--- config.mk ---
export PLATFORM = sky130hd
export DESIGN_NAME = reg_wr_seq_flat
export DESIGN_NICKNAME = d
export VERILOG_FILES = /design/src/rtl/reg_wr_seq_pkg.sv /design/src/rtl/reg_wr_seq_if.sv /design/src/rtl/reg_wr_fifo.sv /design/src/rtl/reg_wr_seq.sv /design/src/flat_wrapper.sv
export SDC_FILE = /design/constraint.sdc
export NUM_CORES = 1
export LEC_CHECK = 0
export ABC_AREA = 0
export CELL_PAD_IN_SITES_DETAIL_PLACEMENT = 0
export CELL_PAD_IN_SITES_GLOBAL_PLACEMENT = 1
export CORE_ASPECT_RATIO = 0.75
export CORE_MARGIN = 2
export CORE_UTILIZATION = 47
export DETAILED_ROUTE_END_ITERATION = 12
export PLACE_DENSITY = 0.76
export SLEW_MARGIN = 20
export SYNTH_ARGS = -nofsm -noshare
export SYNTH_HDL_FRONTEND = slang
export SYNTH_SLANG_ARGS = --single-unit
--- constraint.sdc ---
create_clock -name i_clk -period 2.4 [get_ports i_clk]
set_input_delay 0.48 -clock i_clk [delete_from_list [all_inputs] [get_ports i_clk]]
set_output_delay 0.48 -clock i_clk [all_outputs]
set_load 0.02 [all_outputs]
--- src/rtl/reg_wr_seq_pkg.sv ---
`default_nettype none
// +----------------------------------------------------------------------+
// | Module   : reg_wr_seq_pkg                                            |
// | Purpose  : Shared state encoding and constants for the register-bank  |
// |            write sequencer.                                          |
// | Revision : 1.0  initial release                                      |
// +----------------------------------------------------------------------+
package reg_wr_seq_pkg;

  // Sequencer modes: normal issue, finishing queued writes, zero sweep
  typedef enum logic [1:0] {
    ST_IDLE  = 2'd0,
    ST_DRAIN = 2'd1,
    ST_CLEAR = 2'd2
  } state_t;

  // Value written to every register during a clear-all sweep
  localparam logic [7:0] c_clr_data = 8'h00;

endpackage
`default_nettype wire

--- src/rtl/reg_wr_seq_if.sv ---
`default_nettype none
// +----------------------------------------------------------------------+
// | Module   : reg_wr_seq_if                                             |
// | Purpose  : Request handshake, clear command and bank write port of    |
// |            the write sequencer, bundled for port connection.         |
// | Revision : 1.0  initial release                                      |
// +----------------------------------------------------------------------+
interface reg_wr_seq_if #(
  parameter int ADDR_W = 3
);
  import reg_wr_seq_pkg::*;

  logic              i_req_valid;
  logic [ADDR_W-1:0] i_req_addr;
  logic [7:0]        i_req_data;
  logic              o_req_ready;
  logic              i_clr;
  logic              o_we;
  logic [ADDR_W-1:0] o_addr;
  logic [7:0]        o_data;
  logic              o_busy;
  logic              o_clr_done;

  // Upstream decode / bench side
  modport master (
    output i_req_valid, i_req_addr, i_req_data, i_clr,
    input  o_req_ready, o_we, o_addr, o_data, o_busy, o_clr_done
  );

  // Sequencer side
  modport slave (
    input  i_req_valid, i_req_addr, i_req_data, i_clr,
    output o_req_ready, o_we, o_addr, o_data, o_busy, o_clr_done
  );

endinterface
`default_nettype wire

--- src/rtl/reg_wr_fifo.sv ---
`default_nettype none
// +----------------------------------------------------------------------+
// | Module   : reg_wr_fifo                                               |
// | Purpose  : Small synchronous FIFO holding pending {addr,data} writes. |
// |            Head is visible combinationally; no bypass.               |
// | Revision : 1.0  initial release                                      |
// +----------------------------------------------------------------------+
module reg_wr_fifo
  import reg_wr_seq_pkg::*;
#(
  parameter int WIDTH = 11,
  parameter int DEPTH = 4
) (
  input  wire logic                   i_clk,
  input  wire logic                   i_reset,
  input  wire logic                   i_push,
  input  wire logic [WIDTH-1:0]       i_data,
  input  wire logic                   i_pop,
  output logic      [WIDTH-1:0]       o_data,
  output logic      [$clog2(DEPTH):0] o_count,
  output logic                        o_full,
  output logic                        o_empty
);

  localparam int PW = $clog2(DEPTH);
  localparam int CW = PW + 1;
  localparam logic [CW-1:0] c_depth = CW'(DEPTH);

  logic [WIDTH-1:0] r_mem [DEPTH];
  logic [PW-1:0]    r_wr_ptr;
  logic [PW-1:0]    r_rd_ptr;
  logic [CW-1:0]    r_count;
  logic             w_do_push;
  logic             w_do_pop;

  assign o_full    = (r_count == c_depth);
  assign o_empty   = (r_count == '0);
  assign o_count   = r_count;
  assign o_data    = r_mem[r_rd_ptr];
  // Overflow/underflow requests are dropped rather than corrupting state
  assign w_do_push = i_push && !o_full;
  assign w_do_pop  = i_pop && !o_empty;

  // Storage array; contents need no reset since pointers define validity
  always_ff @(posedge i_clk) begin
    if (w_do_push) begin
      r_mem[r_wr_ptr] <= i_data;
    end
  end

  // Pointer and occupancy tracking; pointers wrap at DEPTH naturally
  always_ff @(posedge i_clk or negedge i_reset) begin
    if (!i_reset) begin
      r_wr_ptr <= '0;
      r_rd_ptr <= '0;
      r_count  <= '0;
    end else begin
      if (w_do_push) begin
        r_wr_ptr <= r_wr_ptr + 1'b1;
      end
      if (w_do_pop) begin
        r_rd_ptr <= r_rd_ptr + 1'b1;
      end
      case ({w_do_push, w_do_pop})
        2'b10:   r_count <= r_count + 1'b1;
        2'b01:   r_count <= r_count - 1'b1;
        default: r_count <= r_count;
      endcase
    end
  end

endmodule
`default_nettype wire

--- src/rtl/reg_wr_seq.sv ---
`default_nettype none
// +----------------------------------------------------------------------+
// | Module   : reg_wr_seq                                                |
// | Purpose  : Write-side sequencer for the 8-bit register bank. Queues   |
// |            upstream writes, issues one per cycle and runs a clear-all |
// |            sweep writing zero to every register.                     |
// | Revision : 1.0  initial release                                      |
// +----------------------------------------------------------------------+
module reg_wr_seq
  import reg_wr_seq_pkg::*;
#(
  parameter int ADDR_W = 3,
  parameter int NREGS  = 8,
  parameter int DEPTH  = 4
) (
  input  wire logic    i_clk,
  input  wire logic    i_reset,
  reg_wr_seq_if.slave  bus
);

  localparam int DW = ADDR_W + 8;
  localparam int CW = $clog2(DEPTH) + 1;
  localparam logic [ADDR_W-1:0] c_last_idx = ADDR_W'(NREGS - 1);
  localparam logic [CW-1:0]     c_one      = CW'(1);

  state_t            r_state;
  logic [ADDR_W-1:0] r_idx;
  logic              r_sweep_last;
  logic              r_we;
  logic [ADDR_W-1:0] r_addr;
  logic [7:0]        r_data;
  logic              r_clr_done;

  logic              w_ready;
  logic              w_push;
  logic              w_pop;
  logic [DW-1:0]     w_head;
  logic [CW-1:0]     w_count;
  logic              w_full;
  logic              w_empty;

  // New requests only while idle, so a pending sweep cannot be overtaken
  assign w_ready = !w_full && (r_state == ST_IDLE);
  assign w_push  = bus.i_req_valid && w_ready;
  assign w_pop   = !w_empty && (r_state != ST_CLEAR);

  reg_wr_fifo #(
    .WIDTH (DW),
    .DEPTH (DEPTH)
  ) u_fifo (
    .i_clk   (i_clk),
    .i_reset (i_reset),
    .i_push  (w_push),
    .i_data  ({bus.i_req_addr, bus.i_req_data}),
    .i_pop   (w_pop),
    .o_data  (w_head),
    .o_count (w_count),
    .o_full  (w_full),
    .o_empty (w_empty)
  );

  // Mode control, sweep index and registered bank write port
  always_ff @(posedge i_clk or negedge i_reset) begin
    if (!i_reset) begin
      r_state      <= ST_IDLE;
      r_idx        <= '0;
      r_sweep_last <= 1'b0;
      r_we         <= 1'b0;
      r_addr       <= '0;
      r_data       <= '0;
      r_clr_done   <= 1'b0;
    end else begin
      r_we       <= 1'b0;
      r_clr_done <= 1'b0;
      case (r_state)
        ST_IDLE, ST_DRAIN: begin
          if (w_pop) begin
            r_we   <= 1'b1;
            r_addr <= w_head[DW-1:8];
            r_data <= w_head[7:0];
          end
          if (r_state == ST_DRAIN) begin
            // The entry popped on this edge is the last one queued
            if (w_count <= c_one) begin
              r_state      <= ST_CLEAR;
              r_idx        <= '0;
              r_sweep_last <= 1'b0;
            end
          end else if (bus.i_clr) begin
            // A request accepted alongside the clear is written first
            if (w_empty && !w_push) begin
              r_state      <= ST_CLEAR;
              r_idx        <= '0;
              r_sweep_last <= 1'b0;
            end else begin
              r_state <= ST_DRAIN;
            end
          end
        end
        ST_CLEAR: begin
          if (r_sweep_last) begin
            r_clr_done   <= 1'b1;
            r_sweep_last <= 1'b0;
            r_idx        <= '0;
            r_state      <= ST_IDLE;
          end else begin
            r_we   <= 1'b1;
            r_addr <= r_idx;
            r_data <= c_clr_data;
            // idx stops at the last register; a flag marks the final write
            if (r_idx == c_last_idx) begin
              r_sweep_last <= 1'b1;
            end else begin
              r_idx <= r_idx + 1'b1;
            end
          end
        end
        default: r_state <= ST_IDLE;
      endcase
    end
  end

  assign bus.o_req_ready = w_ready;
  assign bus.o_busy      = !w_empty || (r_state != ST_IDLE) || r_we;
  assign bus.o_we        = r_we;
  assign bus.o_addr      = r_addr;
  assign bus.o_data      = r_data;
  assign bus.o_clr_done  = r_clr_done;

endmodule
`default_nettype wire

--- src/flat_wrapper.sv ---
// flat-port wrapper written by rule: the top's interface ports become plain ports
module reg_wr_seq_flat import reg_wr_seq_pkg::*;
#(
  parameter int ADDR_W = 3,
  parameter int NREGS  = 8,
  parameter int DEPTH  = 4
)
  (i_clk, i_reset, bus_i_req_valid, bus_i_req_addr, bus_i_req_data, bus_i_clr, bus_o_req_ready, bus_o_we, bus_o_addr, bus_o_data, bus_o_busy, bus_o_clr_done);
  reg_wr_seq_if #(.ADDR_W(ADDR_W)) bus_i ();
  input  wire logic i_clk;
  input  wire logic i_reset;
  input wire logic [$bits(bus_i.i_req_valid)-1:0] bus_i_req_valid;
  input wire logic [$bits(bus_i.i_req_addr)-1:0] bus_i_req_addr;
  input wire logic [$bits(bus_i.i_req_data)-1:0] bus_i_req_data;
  input wire logic [$bits(bus_i.i_clr)-1:0] bus_i_clr;
  output wire logic [$bits(bus_i.o_req_ready)-1:0] bus_o_req_ready;
  output wire logic [$bits(bus_i.o_we)-1:0] bus_o_we;
  output wire logic [$bits(bus_i.o_addr)-1:0] bus_o_addr;
  output wire logic [$bits(bus_i.o_data)-1:0] bus_o_data;
  output wire logic [$bits(bus_i.o_busy)-1:0] bus_o_busy;
  output wire logic [$bits(bus_i.o_clr_done)-1:0] bus_o_clr_done;
  assign bus_i.i_req_valid = bus_i_req_valid;
  assign bus_i.i_req_addr = bus_i_req_addr;
  assign bus_i.i_req_data = bus_i_req_data;
  assign bus_i.i_clr = bus_i_clr;
  assign bus_o_req_ready = bus_i.o_req_ready;
  assign bus_o_we = bus_i.o_we;
  assign bus_o_addr = bus_i.o_addr;
  assign bus_o_data = bus_i.o_data;
  assign bus_o_busy = bus_i.o_busy;
  assign bus_o_clr_done = bus_i.o_clr_done;
  reg_wr_seq #(.ADDR_W(ADDR_W), .NREGS(NREGS), .DEPTH(DEPTH)) u_core (.i_clk(i_clk), .i_reset(i_reset), .bus(bus_i));
endmodule
* Word level (Yosys, flattened, before mapping)
Memory sizes are Yosys's and may differ from the RTL's.
Index checks and enable logic that the tools add are counted.
** Word-level totals
- Register bits after elaboration :: 26
- Bits in latches :: 0
- Memory bits (writable) :: 44
- ROM bits :: 0
- Output and inout port bits :: 15
- Memories :: 1
** Operators by class
- $add $sub $neg :: 5
- Multiply operators :: 0
- Divide/modulo/power cells :: 0
- Order comparisons :: 1
- Equality and inequality tests :: 14
- Shift-type cells :: 0
- Multiplexer cells :: 34
- Bitwise gates (word level) :: 0
- Reductions and logical operators :: 21
** Memories
- u_core.u_fifo.r_mem :: depth 4, width 11, rd ports 1, clocked after memory_dff 0, wr ports 1, line reg_wr_fifo.sv:29 : logic [WIDTH-1:0] r_mem [DEPTH];
** Operators by type and width (count)
- $mux W3 :: 8
- $pmux W3 S2 :: 3
- $mux W8 :: 2
- $pmux W8 S2 :: 1
- $mux W1 :: 12
- $mux W2 :: 5
- $add A3 B1 Y3 const B :: 2
- $eq A3 B3 Y1 const B :: 2
- $logic_and A1 B1 Y1 :: 6
- $ne A2 B2 Y1 const B :: 3
- $ne A3 B2 Y1 const B :: 2
- $reduce_and A3 Y1 :: 2
- $reduce_bool A2 Y1 :: 3
- $reduce_and A5 Y1 :: 1
- $add A2 B1 Y2 const B :: 2
- $eq A2 B1 Y1 const B :: 2
- $eq A2 B2 Y1 const B :: 2
- $pmux W1 S2 :: 2
- $pmux W2 S2 :: 1
- $reduce_and A4 Y1 :: 1
- $le A3 B1 Y1 const B :: 1
- $logic_not A1 Y1 :: 3
- $logic_not A3 Y1 :: 1
- $ne A3 B1 Y1 const B :: 1
- other kinds (6) :: 7

* Depth between registers and ports, before layout
Gate-level depths: netlist of the first run.
- Depth after elaboration :: 10
- Mapped depth :: 9

* By module
From an unflattened synthesis of the first run, not the netlist that was laid out.
** Second synthesis, totals
- Cell total of the unflattened synthesis :: 187
- Area, all modules :: 3002.9 µm²
** By module, submodules not included
- reg_wr_fifo :: instances 1, cells each 94, area an instance 2031.9 µm², seq. area each 1496.4 µm²
- reg_wr_seq :: instances 1, cells each 93, area an instance 970.9 µm², seq. area each 475.5 µm²

* Worst setup path after synthesis of the first run
No wires, ideal clock.
- Kind :: reg2reg
- Start point :: reg u_core.u_fifo.r_count[0], in the netlist u_core.u_fifo.o_count[0]
- End point :: reg u_core.u_fifo.r_count[2], in the netlist u_core.u_fifo.o_count[2]
- Setup time :: 129 ps
- Arrival :: 2073 ps
- Data required time :: 2271 ps
- Path slack :: 199 ps
- Cell stages (with the launch flop) :: 10
- Path buffers :: 0
- Period minus slack after synthesis :: 2201 ps
- Cell sequence :: dfrtp_1 inv_1 ha_1 a211oi_2 and2_1 inv_1 ha_1 mux2i_1 nor2_1 xor2_1
** On the way
- Word-level cells in the longest chain between the ends :: 7
- Elaborated cells between the ends (all ways) :: 15
- Those cells by class :: add/sub (2); eq/ne (3); mux (1); reduce/logical (9)
** RTL lines
- start: declaration :: line reg_wr_fifo.sv:32 : logic [CW-1:0] r_count;
- start signal: assignment :: line reg_wr_fifo.sv:65 : 2'b10: r_count <= r_count + 1'b1;
- start signal: assignment :: line reg_wr_fifo.sv:66 : 2'b01: r_count <= r_count - 1'b1;
- start signal: assignment :: line reg_wr_fifo.sv:67 : default: r_count <= r_count;
- $eq A3 B3 Y1 * :: line reg_wr_fifo.sv:36 : assign o_full = (r_count == c_depth);
- $logic_not A1 Y1 * :: line reg_wr_seq.sv:43 : assign w_ready = !w_full && (r_state == ST_IDLE);
- $logic_and A1 B1 Y1 * :: line reg_wr_seq.sv:43
- net bus_o_req_ready :: line flat_wrapper.sv:16 : output wire logic [$bits(bus_i.o_req_ready)-1:0] bus_o_req_ready;
- $logic_and A1 B1 Y1 * :: line reg_wr_seq.sv:44 : assign w_push = bus.i_req_valid && w_ready;
- $logic_and A1 B1 Y1 * :: line reg_wr_fifo.sv:41 : assign w_do_push = i_push && !o_full;
- $eq A2 B1 Y1 or $eq A2 B2 Y1 (tied branches) :: line reg_wr_fifo.sv:64 : case ({w_do_push, w_do_pop})
- $pmux W3 S2 or $reduce_bool A2 Y1 (tied branches)
Mark *: on every way through the listed nets, which the timed path passes. The rest lies on a longest branch.
A chain may end at the register's enable or synchronous reset.

* Final worst setup path of the first run
- Start point :: reg u_core.u_fifo.r_count[0], in the netlist u_core.u_fifo.o_count[0]
- End point :: out bus_o_busy
** On the way
- Word-level cells in the longest chain between the ends :: 4
** RTL lines
- $logic_not A3 Y1 :: line reg_wr_fifo.sv:37 : assign o_empty = (r_count == '0);
- $logic_not A1 Y1 :: line reg_wr_seq.sv:124 : assign bus.o_busy = !w_empty || (r_state != ST_IDLE) || r_we;
- $logic_or A1 B1 Y1 (2 in series) :: line reg_wr_seq.sv:124
- end: declaration :: line flat_wrapper.sv:20 : output wire logic [$bits(bus_i.o_busy)-1:0] bus_o_busy;
Every way passes these cells.

==> qor.yml, run 1 <==
clock_tree:
  clock_insertion_delay_worst_skew_ns: 0.34
  cts_root_buf: "clkbuf_8"
  htree_levels: 3
  hold_buffers: 0
  numCtsBuffers: 9
  clock-sinks: 70
  tritoncts: "yes"
  clockBufferDepth: 2
  path_clk_slew_ns: 0.08
  cts_setup_buffers: 0
place:
  post-dp-hpwl_mm: 3.550
  io_buffer_count: 29
  globalplace.congestion: 0.7087
grt:
  track_usage_pct: 17.76
  antenna_found_initial: 0
  grt_pass1_vias: 1699
  grt_pass1_wl_mm: 8.797
  grt_max_degree: 27
  globalRoute.totalOverflow: 0
worst_setup_path:
  regToRegStartpoint: "u_core.u_fifo.o_count[0]$_DFFE_PN0P_"
  arrival_ns: 1.71
  path_cells: "inv_1, ha_2, nand2b_1, or3_1, clkbuf_2"
  ff2ff_path_depth: 8
  cp-end-kind: "output port"
  cp_max_fo: 5
  r2r_slack_ns: 0.26
  criticalPathCategory: "register to output port"
  r2r-end: "u_core.u_fifo.o_count[1]$_DFFE_PN0P_"
  cp.required_ns: 1.92
  startpoint_type: "register"
  slowest_delay_ns: 0.45
  slowest_stage: "dfrtp_2"
yosys:
  synthDominantCellAreaShare_pct: 45.28
  synth-edff-count: 44
  yosysSeqAreaShare_pct: 67.58
  synthXorXnorAreaFrac_pct: 1.801
  ys_ff_latch: 70
  synth_fp_nets: 199
  syn_inst: 173
  synth_flop_cell: "edfxtp_1"
  synth_top_family_by_area: "multiplexers"
  synthArstFlopShare_pct: 37.14
  synth-simple-area-share_pct: 6.947
  syn_avg_cell_area_um2: 16.87
  syn_area_um2: 2918
  netlist_top_cells_area: "edfxtp_1, dfrtp_1, mux4_2, ha_1, mux4_1"
  yosys_warnings: 0
  synth.distinct_cells: 36
  synth_fa_ha_area_share_pct: 4.717
  muxShareOfSynthArea_pct: 9.563
  synth_compound_area_share_pct: 7.247
  yosys.area.top_type: "edfxtp_1"
final_layout:
  fin_util_pct: 59.73
  syn2layout_area_growth_pct: 21.10
  n_fill_cell: 444
  drive_above_1_share_pct: 20.89
  nNetsFinal: 246
  diodes: 0
pwr:
  p_leak_nw: 1.393
  ir_worst_vdd_uv: 580.9
  power_density_nw_per_um2: 1285
timing:
  rsz0062_at_grt: "false"
  setup_tns_ns: 0
  max_slew.worst_pin.slew_ns: 0.5606
  post-route-period-util_pct: 91.38
  relSlewSlack_pct: 62.63
  timing.final.crit_period_ns: 2.193
  fmax_mhz: 456.0
  slew_viol_final: 0
  finalSetupViolations: 0
  fin_skew_ns: 0.007789
  hold_violations: 0
floorplan:
  die_area_um2: 6861
  initial_utilization_pct: 49.32
  coreArea_um2: 5916
  die_w_um: 94.98
  pin_count: 30
  fp.dieH_um: 72.24
  rows: 24
route:
  drc: 0
  drt_iter0_markers: 116
  dr.pass1.iters: 4
  antenna_left: 0
  wl_per_cell_um: 17.44
  wirelength_mm: 5.284
  viasPerCell: 5.360
  vias: 1624
status:
  run_status: "complete, no violations"
flow_run:
  drv_cap: 0
min_path:
  worstHoldPathType: "primary input to asynchronous set/reset pin"
==> report_power, final <==
part	switching, W	internal (W)
logic	0.000960	0.000932
registers	0.000207	0.00161
clock network	0.000452	0.000379
==> Yosys cell counts, drive strengths merged (3+ instances only) <==
cell type / n
o21ai: 4
dfrtp: 26
buf: 5
a2bb2oi: 3
edfxtp: 44
nor2: 4
nand2: 7
a21oi: 5
ha: 11
and3: 6
mux4: 11
inv: 7
nand2b: 5
a22o: 8
nor2b: 4
a21o: 3
xnor2: 4
==> cells by family after synthesis <==
family / after synthesis
compound gates: 27
xor+xnor: 6
fa+ha+maj: 11
buf+inv: 12
flops: 70
mux: 13
simple gates: 34
==> worst max-delay path, delay by kind of cell, from the launching register on <==
kind,cells,cell delay [ns]
fa+ha+maj,1,0.22
buf+inv,2,0.26
flops,1,0.45
simple gates,2,0.44
==> layout make-up <==
| cell class | count | area (um2) | share of cell area [%] |
|---|---|---|---|
| inverter | 7 | 26.28 | 0.7436 |
| tap | 78 | 97.59 | 2.762 |
| clock inverter | 6 | 47.55 | 1.346 |
| clock buffer | 10 | 127.6 | 3.612 |
| sequential | 70 | 1974 | 55.88 |
| timing repair buffer | 41 | 374.1 | 10.59 |
| multi-input combinational | 91 | 885.9 | 25.07 |
==> flip-flops by register name (all words and copies together) (netlist names) <==
| register | count |
|---|---|
| u_core.u_fifo.r_wr_ptr | 2 |
| u_core.u_fifo.o_count | 3 |
| u_core.u_fifo.r_mem | 44 |
| u_core.u_fifo.r_rd_ptr | 2 |
| u_core.bus.o_data | 8 |
| u_core.bus.o_clr_done | 1 |
| u_core.r_idx | 3 |
| u_core.bus.o_addr | 3 |
| u_core.bus.o_we | 1 |
| u_core.r_sweep_last | 1 |
| u_core.r_state | 2 |
==> how the worst max path moves through the flow <==
stage	start	endpoint	slack, ns	depth (start not counted)
detailed placement	u_core.u_fifo.o_count[1]$_DFFE_PN0P_	bus_o_busy	0.14	5
floorplan	u_core.u_fifo.o_count[0]$_DFFE_PN0P_	u_core.u_fifo.o_count[2]$_DFFE_PN0P_	0.20	9
global route	u_core.u_fifo.o_count[0]$_DFFE_PN0P_	bus_o_busy	0.10	5
global placement	u_core.u_fifo.o_count[0]$_DFFE_PN0P_	bus_o_busy	0.22	5
finish	u_core.u_fifo.o_count[0]$_DFFE_PN0P_	bus_o_busy	0.21	5
CTS	u_core.u_fifo.o_count[0]$_DFFE_PN0P_	bus_o_busy	0.006	5
==> what timing repair did <==
| action | CTS | global route |
|---|---|---|
| gates resized for setup | 3 | 5 |
| gates cloned | 0 | 0 |
| setup endpoints to repair | 2 | 1 |
==> stage by stage <==
step	total power (W)	std cells	instance area, um2	setup slack (ns)	hold WS [ns]
after CTS	0.004567	303	3535	0.006054	0.5095
after global placement	0.003665	287	3359	0.2212	0.4863
after global routing	0.004850	303	3533	0.1010	0.5307
final	0.004540	303	3533	0.2068	0.5066
after detailed placement	0.003726	287	3359	0.1395	0.4978
after floorplan	0.003063	173	2918	0.1988	0.1844
==> placed cells by master (no fill, tap or decap), types with 7 or more instances in the layout <==
cell type / n
clkbuf_8: 9
ha_1: 10
a22o_1: 8
dfrtp_1: 24
buf_4: 12
mux4_2: 8
edfxtp_1: 44
nand2_1: 7
clkdlybuf4s50_1: 27
==> routing by layer <==
metal / track usage, % / vias up / part of all wire [%]
li1: - / 752 / -
met1: 24.50 / 825 / 45
met2: 27.27 / 38 / 47
met3: 6.542 / 9 / 6.0
met4: 4.348 / 0 / 1.3
met5: 0 / - / 0
Power figures use the tool's default switching activity.
==> run 2, diff against run 1 <==
Settings changed: SYNTH_HIERARCHICAL set to 1.
==> qor.yml, run 2 <==
status:
  run_status: "complete, no violations"
clock_tree:
  clock-sinks: 70
  tritoncts: "yes"
  clock_insertion_delay_worst_skew_ns: 0.34
  numCtsBuffers: 9
  clockBufferDepth: 2
  hold_buffers: 0
  path_clk_slew_ns: 0.07
  cts_root_buf: "clkbuf_8"
  htree_levels: 3
pwr:
  power_density_nw_per_um2: 1269
  ir_worst_vdd_uv: 468.6
  p_leak_nw: 1.369
yosys:
  synth_fp_nets: 210
  yosys.area.top_type: "edfxtp_1"
  syn_avg_cell_area_um2: 16.06
  synthArstFlopShare_pct: 37.14
  synth-edff-count: 44
  syn_area_um2: 3003
  syn_inst: 187
  ys_ff_latch: 70
  yosysMostFrequentCell: "edfxtp_1"
  synth_flop_cell: "edfxtp_1"
  yosys_warnings: 6
  synth_commonest_cells: "edfxtp_1, dfrtp_1, nand2_1, inv_1, mux4_2"
  synthDominantCellAreaShare_pct: 44.00
  synth.distinct_cells: 41
  yosysSeqAreaShare_pct: 65.67
  netlist_top_cells_area: "edfxtp_1, dfrtp_1, mux4_2, ha_1, nand2_1"
worst_setup_path:
  worst-path-stages: 3
  slowest_stage: "dfrtp_2"
  crit_buf_inv: 1
  startpoint_type: "register"
  ff2ff_path_depth: 11
  cp-end-kind: "output port"
  cp.required_ns: 1.92
  regToRegStartpoint: "u_core/u_fifo/o_count[1]$_DFFE_PN0P_"
  r2r-end: "u_core/u_fifo/o_count[2]$_DFFE_PN0P_"
  criticalPathCategory: "register to output port"
  cp_max_fo: 5
  slowest_delay_ns: 0.46
  endpoint: "bus_o_busy"
  cp-startpoint: "u_core/u_fifo/o_count[0]$_DFFE_PN0P_"
  path_cells: "nor3_4, or4b_1, dlygate4sd2_1"
  cp_top_family: "simple AND/OR/NAND/NOR gates"
  r2r_slack_ns: 0.18
  arrival_ns: 1.82
grt:
  grt.busiest_layer: "met2"
  grt_use_met2_pct: 26.54
  grt_max_degree: 27
  use_met3_pct: 7.541
  grt_pass1_vias: 1659
  grt_pass1_wl_mm: 8.369
  use_met1_pct: 21.80
  track_usage_pct: 16.96
  globalRoute.totalOverflow: 0
  antenna_found_initial: 0
route:
  wl_per_cell_um: 16.07
  vias: 1619
  viasPerCell: 5.123
  drc: 0
  drt_iter0_markers: 170
  antenna_left: 0
  dr.pass1.iters: 4
  wirelength_mm: 5.078
timing:
  setup_tns_ns: 0
  rsz0062_at_grt: "false"
  slew_viol_final: 0
  relSlewSlack_pct: 56.31
  post-route-period-util_pct: 95.97
  timing.final.crit_period_ns: 2.303
  hold_violations: 0
  max_slew.worst_pin.slew_ns: 0.6525
  finalSetupViolations: 0
  fmax_mhz: 434.2
  fin_skew_ns: 0.01112
final_layout:
  stdcell_area_um2: 3618
  largest_reg_flops: 44
  fin_util_pct: 58.13
  nNetsFinal: 253
  syn2layout_area_growth_pct: 20.50
  final_common_cell: "edfxtp_1"
  diodes: 0
  most-common-layout-cells: "edfxtp_1, clkdlybuf4s50_1, dfrtp_1"
  regMostFlops: "u_core/u_fifo/r_mem"
  n_fill_cell: 491
  drive_above_1_share_pct: 23.83
floorplan:
  fp.dieH_um: 73.23
  rows: 25
  die_w_um: 96.30
  pin_count: 30
  initial_utilization_pct: 48.24
  die_area_um2: 7051
  coreArea_um2: 6225
place:
  post-dp-hpwl_mm: 3.636
  dpl_cell_area_um2: 3406
  globalplace.congestion: 0.7001
  io_buffer_count: 29
min_path:
  worstHoldPathType: "primary input to asynchronous set/reset pin"
flow_run:
  drv_cap: 0
## run 2: cell count changes after synthesis, moves of 5 or more
cell and change:
a22o_1 -8, and3_1 -6, nand2_1 +10, nor3_1 +5, o21ai_0 +6
## run 2: power breakdown
part | switching, W | internal [W] | total [W]
clock | 0.000394 | 0.000505 | 0.000899
sequential | 0.000273 | 0.00161 | 0.00189
combinational | 0.000889 | 0.000917 | 0.00181
total | 0.00156 | 0.00303 | 0.00459
## run 2: cell families after synthesis
| group | synth area share [%] |
|---|---|
| buffers and inverters | 3.375 |
| AO/OA/AOI/OAI | 5.416 |
| flip-flops | 65.67 |
| XOR/XNOR | 1.750 |
| adder cells (fa/ha/maj) | 3.583 |
| multiplexers | 10.54 |
| AND/OR/NAND/NOR | 9.667 |
## run 2: metal layers
metal / vias up / share of wire (%)
met5: - / 0
met4: 0 / 0.49
met3: 2 / 6.8
met2: 44 / 48
met1: 805 / 45
li1: 768 / -
## run 2: worst min path at each step
stage | depth (start not counted) | from | slack (ns) | end
global placement | 2 | u_core/bus.o_data[6]$_DFFE_PN0P_ | 0.51 | u_core/bus.o_data[6]$_DFFE_PN0P_
finish | 2 | i_reset | 0.52 | u_core/u_fifo/r_rd_ptr[1]$_DFFE_PN0P_
detailed placement | 2 | u_core/bus.o_data[3]$_DFFE_PN0P_ | 0.52 | u_core/bus.o_data[3]$_DFFE_PN0P_
CTS | 2 | i_reset | 0.51 | u_core/u_fifo/r_rd_ptr[1]$_DFFE_PN0P_
global route | 2 | i_reset | 0.54 | u_core/u_fifo/r_rd_ptr[1]$_DFFE_PN0P_
floorplan | 0 | i_reset | 0.18 | u_core/bus.o_addr[0]$_DFFE_PN0P_
## run 2: cell type report
cell class	instances	area [um2]	area share, %
multi-input combinational	99	940.9	26.00
clock buffer	12	145.1	4.011
tap	81	101.3	2.801
clock inverter	4	48.80	1.349
sequential	70	1973	54.53
inverter	10	37.54	1.037
timing repair buffer	40	371.6	10.27
## run 2: repair_timing
item,in CTS,in global routing
gates resized for setup,2,2
setup buffers,0,1
pin swaps,0,1
setup endpoints to repair,1,2
## run 2: per-stage QoR
| stage | power [W] | instances | worst slack, ns | hold WS (ns) |
|---|---|---|---|---|
| 6_report | 0.004591 | 316 | 0.09675 | 0.5183 |
| 5_1_grt | 0.004936 | 316 | 0.003647 | 0.5398 |
| 4_1_cts | 0.004619 | 315 | 0.03525 | 0.5117 |
| 3_5_place_dp | 0.003699 | 299 | 0.09108 | 0.5246 |
| 3_3_place_gp | 0.003620 | 299 | 0.1456 | 0.5084 |
| 2_1_floorplan | 0.003112 | 187 | 0.2021 | 0.1844 |
==> run 3, diff against run 2 <==
Settings changed: RECOVER_POWER set to 25.
==> qor.yml, run 3 (same netlist as run 2, synthesis figures left out) <==
timing:
  max_slew.worst_pin.slew_ns: 1.437
  setup_tns_ns: 0
  hold_violations: 0
  rsz0062_at_grt: "false"
  post-route-period-util_pct: 95.97
  timing.hold.ws_ns: 0.5269
  fmax_mhz: 434.2
  slew_viol_final: 0
  finalWorstSetupSlack_ns: 0.09675
  fin_skew_ns: 0.01109
  finalSetupViolations: 0
  relSlewSlack_pct: 4.196
  timing.final.crit_period_ns: 2.303
pwr:
  p_seq_share_pct: 41.1
  power_density_nw_per_um2: 1269
  p_comb_share_pct: 39.3
  ir_worst_vdd_uv: 468.6
  switching_share_pct: 33.92
  p_leak_nw: 1.366
  clkPwrFrac_pct: 19.6
  p_int_w: 0.003032
  power.switching_w: 0.001557
worst_setup_path:
  regToRegStartpoint: "u_core/u_fifo/o_count[1]$_DFFE_PN0P_"
  criticalPathCategory: "register to output port"
  cp-end-kind: "output port"
  ff2ff_path_depth: 11
  arrival_ns: 1.82
  cp_max_fo: 5
  startpoint_type: "register"
  r2r-end: "u_core/u_fifo/o_count[2]$_DFFE_PN0P_"
  r2r_slack_ns: 0.18
  cp.required_ns: 1.92
final_layout:
  drive_above_1_share_pct: 23.40
  regMostFlops: "u_core/u_fifo/r_mem"
  most-common-layout-cells: "edfxtp_1, dfrtp_1, clkdlybuf4s50_1"
  fin_util_pct: 58.07
  syn2layout_area_growth_pct: 20.38
  nNetsFinal: 253
  final_common_cell: "edfxtp_1"
  largest_reg_flops: 44
  stdcell_count: 316
  diodes: 0
flow_run:
  drv_cap: 0
grt:
  track_usage_pct: 16.96
  antenna_found_initial: 0
  grt_max_degree: 27
  globalRoute.totalOverflow: 0
  grt_pass1_vias: 1659
  grt_pass1_wl_mm: 8.369
floorplan:
  die_area_um2: 7051
  fp.dieH_um: 73.23
  coreArea_um2: 6225
  rows: 25
  initial_utilization_pct: 48.24
  pin_count: 30
  die_w_um: 96.30
min_path:
  worstHoldPathType: "register to register"
  whs_path_depth: 2
  hold_end: "u_core/bus.o_data[3]$_DFFE_PN0P_"
  min_from: "u_core/bus.o_data[3]$_DFFE_PN0P_"
clock_tree:
  hold_buffers: 0
  clock-sinks: 70
  htree_levels: 3
  numCtsBuffers: 9
  cts_root_buf: "clkbuf_8"
  clockBufferDepth: 2
  tritoncts: "yes"
  path_clk_slew_ns: 0.07
  clock_insertion_delay_worst_skew_ns: 0.34
route:
  viasPerCell: 5.123
  drt_iter0_markers: 170
  antenna_left: 0
  wirelength_mm: 5.074
  wl_per_cell_um: 16.06
  vias: 1619
  drc: 0
  dr.pass1.iters: 4
place:
  io_buffer_count: 29
  post-dp-hpwl_mm: 3.636
  place_ws_ns: 0.09108
  globalplace.congestion: 0.7001
  dp.cells: 299
status:
  run_status: "complete, no violations"
-- run 3: cell type report --
type                    instances  area [um2]
flip-flops and latches         70        1973
inverters                      10       37.54
repair buffers                 40       367.9
well taps                      81       101.3
fillers                       493        2610
clock inverters                 4       48.80
multi-input cells              99       940.9
clock buffers                  12       145.1
-- run 3: power by group through the flow --
stage	Sequential (W)	Clock, W	Combinational (W)
4_1_cts	0.00188	0.000928	0.00181
3_3_place_gp	0.00187	0	0.00175
3_5_place_dp	0.00190	0	0.00180
5_1_grt	0.00194	0.000979	0.00201
2_1_floorplan	0.00192	0	0.00119
6_report	0.00189	0.000899	0.00180
-- run 3: how the worst max path moves through the flow --
| stage | from | end | slack, ns | cells past startpoint |
|---|---|---|---|---|
| final | u_core/u_fifo/o_count[0]$_DFFE_PN0P_ | bus_o_busy | 0.1 | 3 |
| after global routing | u_core/u_fifo/o_count[1]$_DFFE_PN0P_ | bus_o_busy | 0.004 | 3 |
| after CTS | u_core/u_fifo/o_count[0]$_DFFE_PN0P_ | bus_o_busy | 0.04 | 3 |
| after detailed placement | bus_i_req_valid | u_core/u_fifo/o_count[2]$_DFFE_PN0P_ | 0.09 | 11 |
| after global placement | u_core/u_fifo/o_count[0]$_DFFE_PN0P_ | bus_o_busy | 0.15 | 3 |
| after floorplan | u_core/u_fifo/o_count[2]$_DFFE_PN0P_ | u_core/u_fifo/o_count[2]$_DFFE_PN0P_ | 0.20 | 11 |
-- run 3: routing by layer --
metal,vias up,global-route usage (%),part of all wire [%]
met5,-,0,0
met4,0,4.538,0.49
met3,2,7.541,6.8
met2,44,26.54,48
met1,805,21.80,45
li1,768,-,-
-- run 3: metrics by stage --
step,total power [W],area [um2]
3_3_place_gp,0.003620,3406
2_1_floorplan,0.003112,3003
4_1_cts,0.004619,3603
5_1_grt,0.004934,3615
3_5_place_dp,0.003699,3406
6_report,0.004589,3615
-- run 3: critical path, stage by stage (launching register included) --
cell,delay [ns]
dfrtp_2,0.46
nor3_4,0.23
or4b_1,0.46
dlygate4sd2_1,0.34
-- run 3: timing repair --
action | in CTS | in global routing
endpoints found under the setup margin | 1 | 2
endpoints found under the hold margin | 0 | 0
pin swaps | 0 | 1
setup buffers | 0 | 1
gates resized for setup | 2 | 2
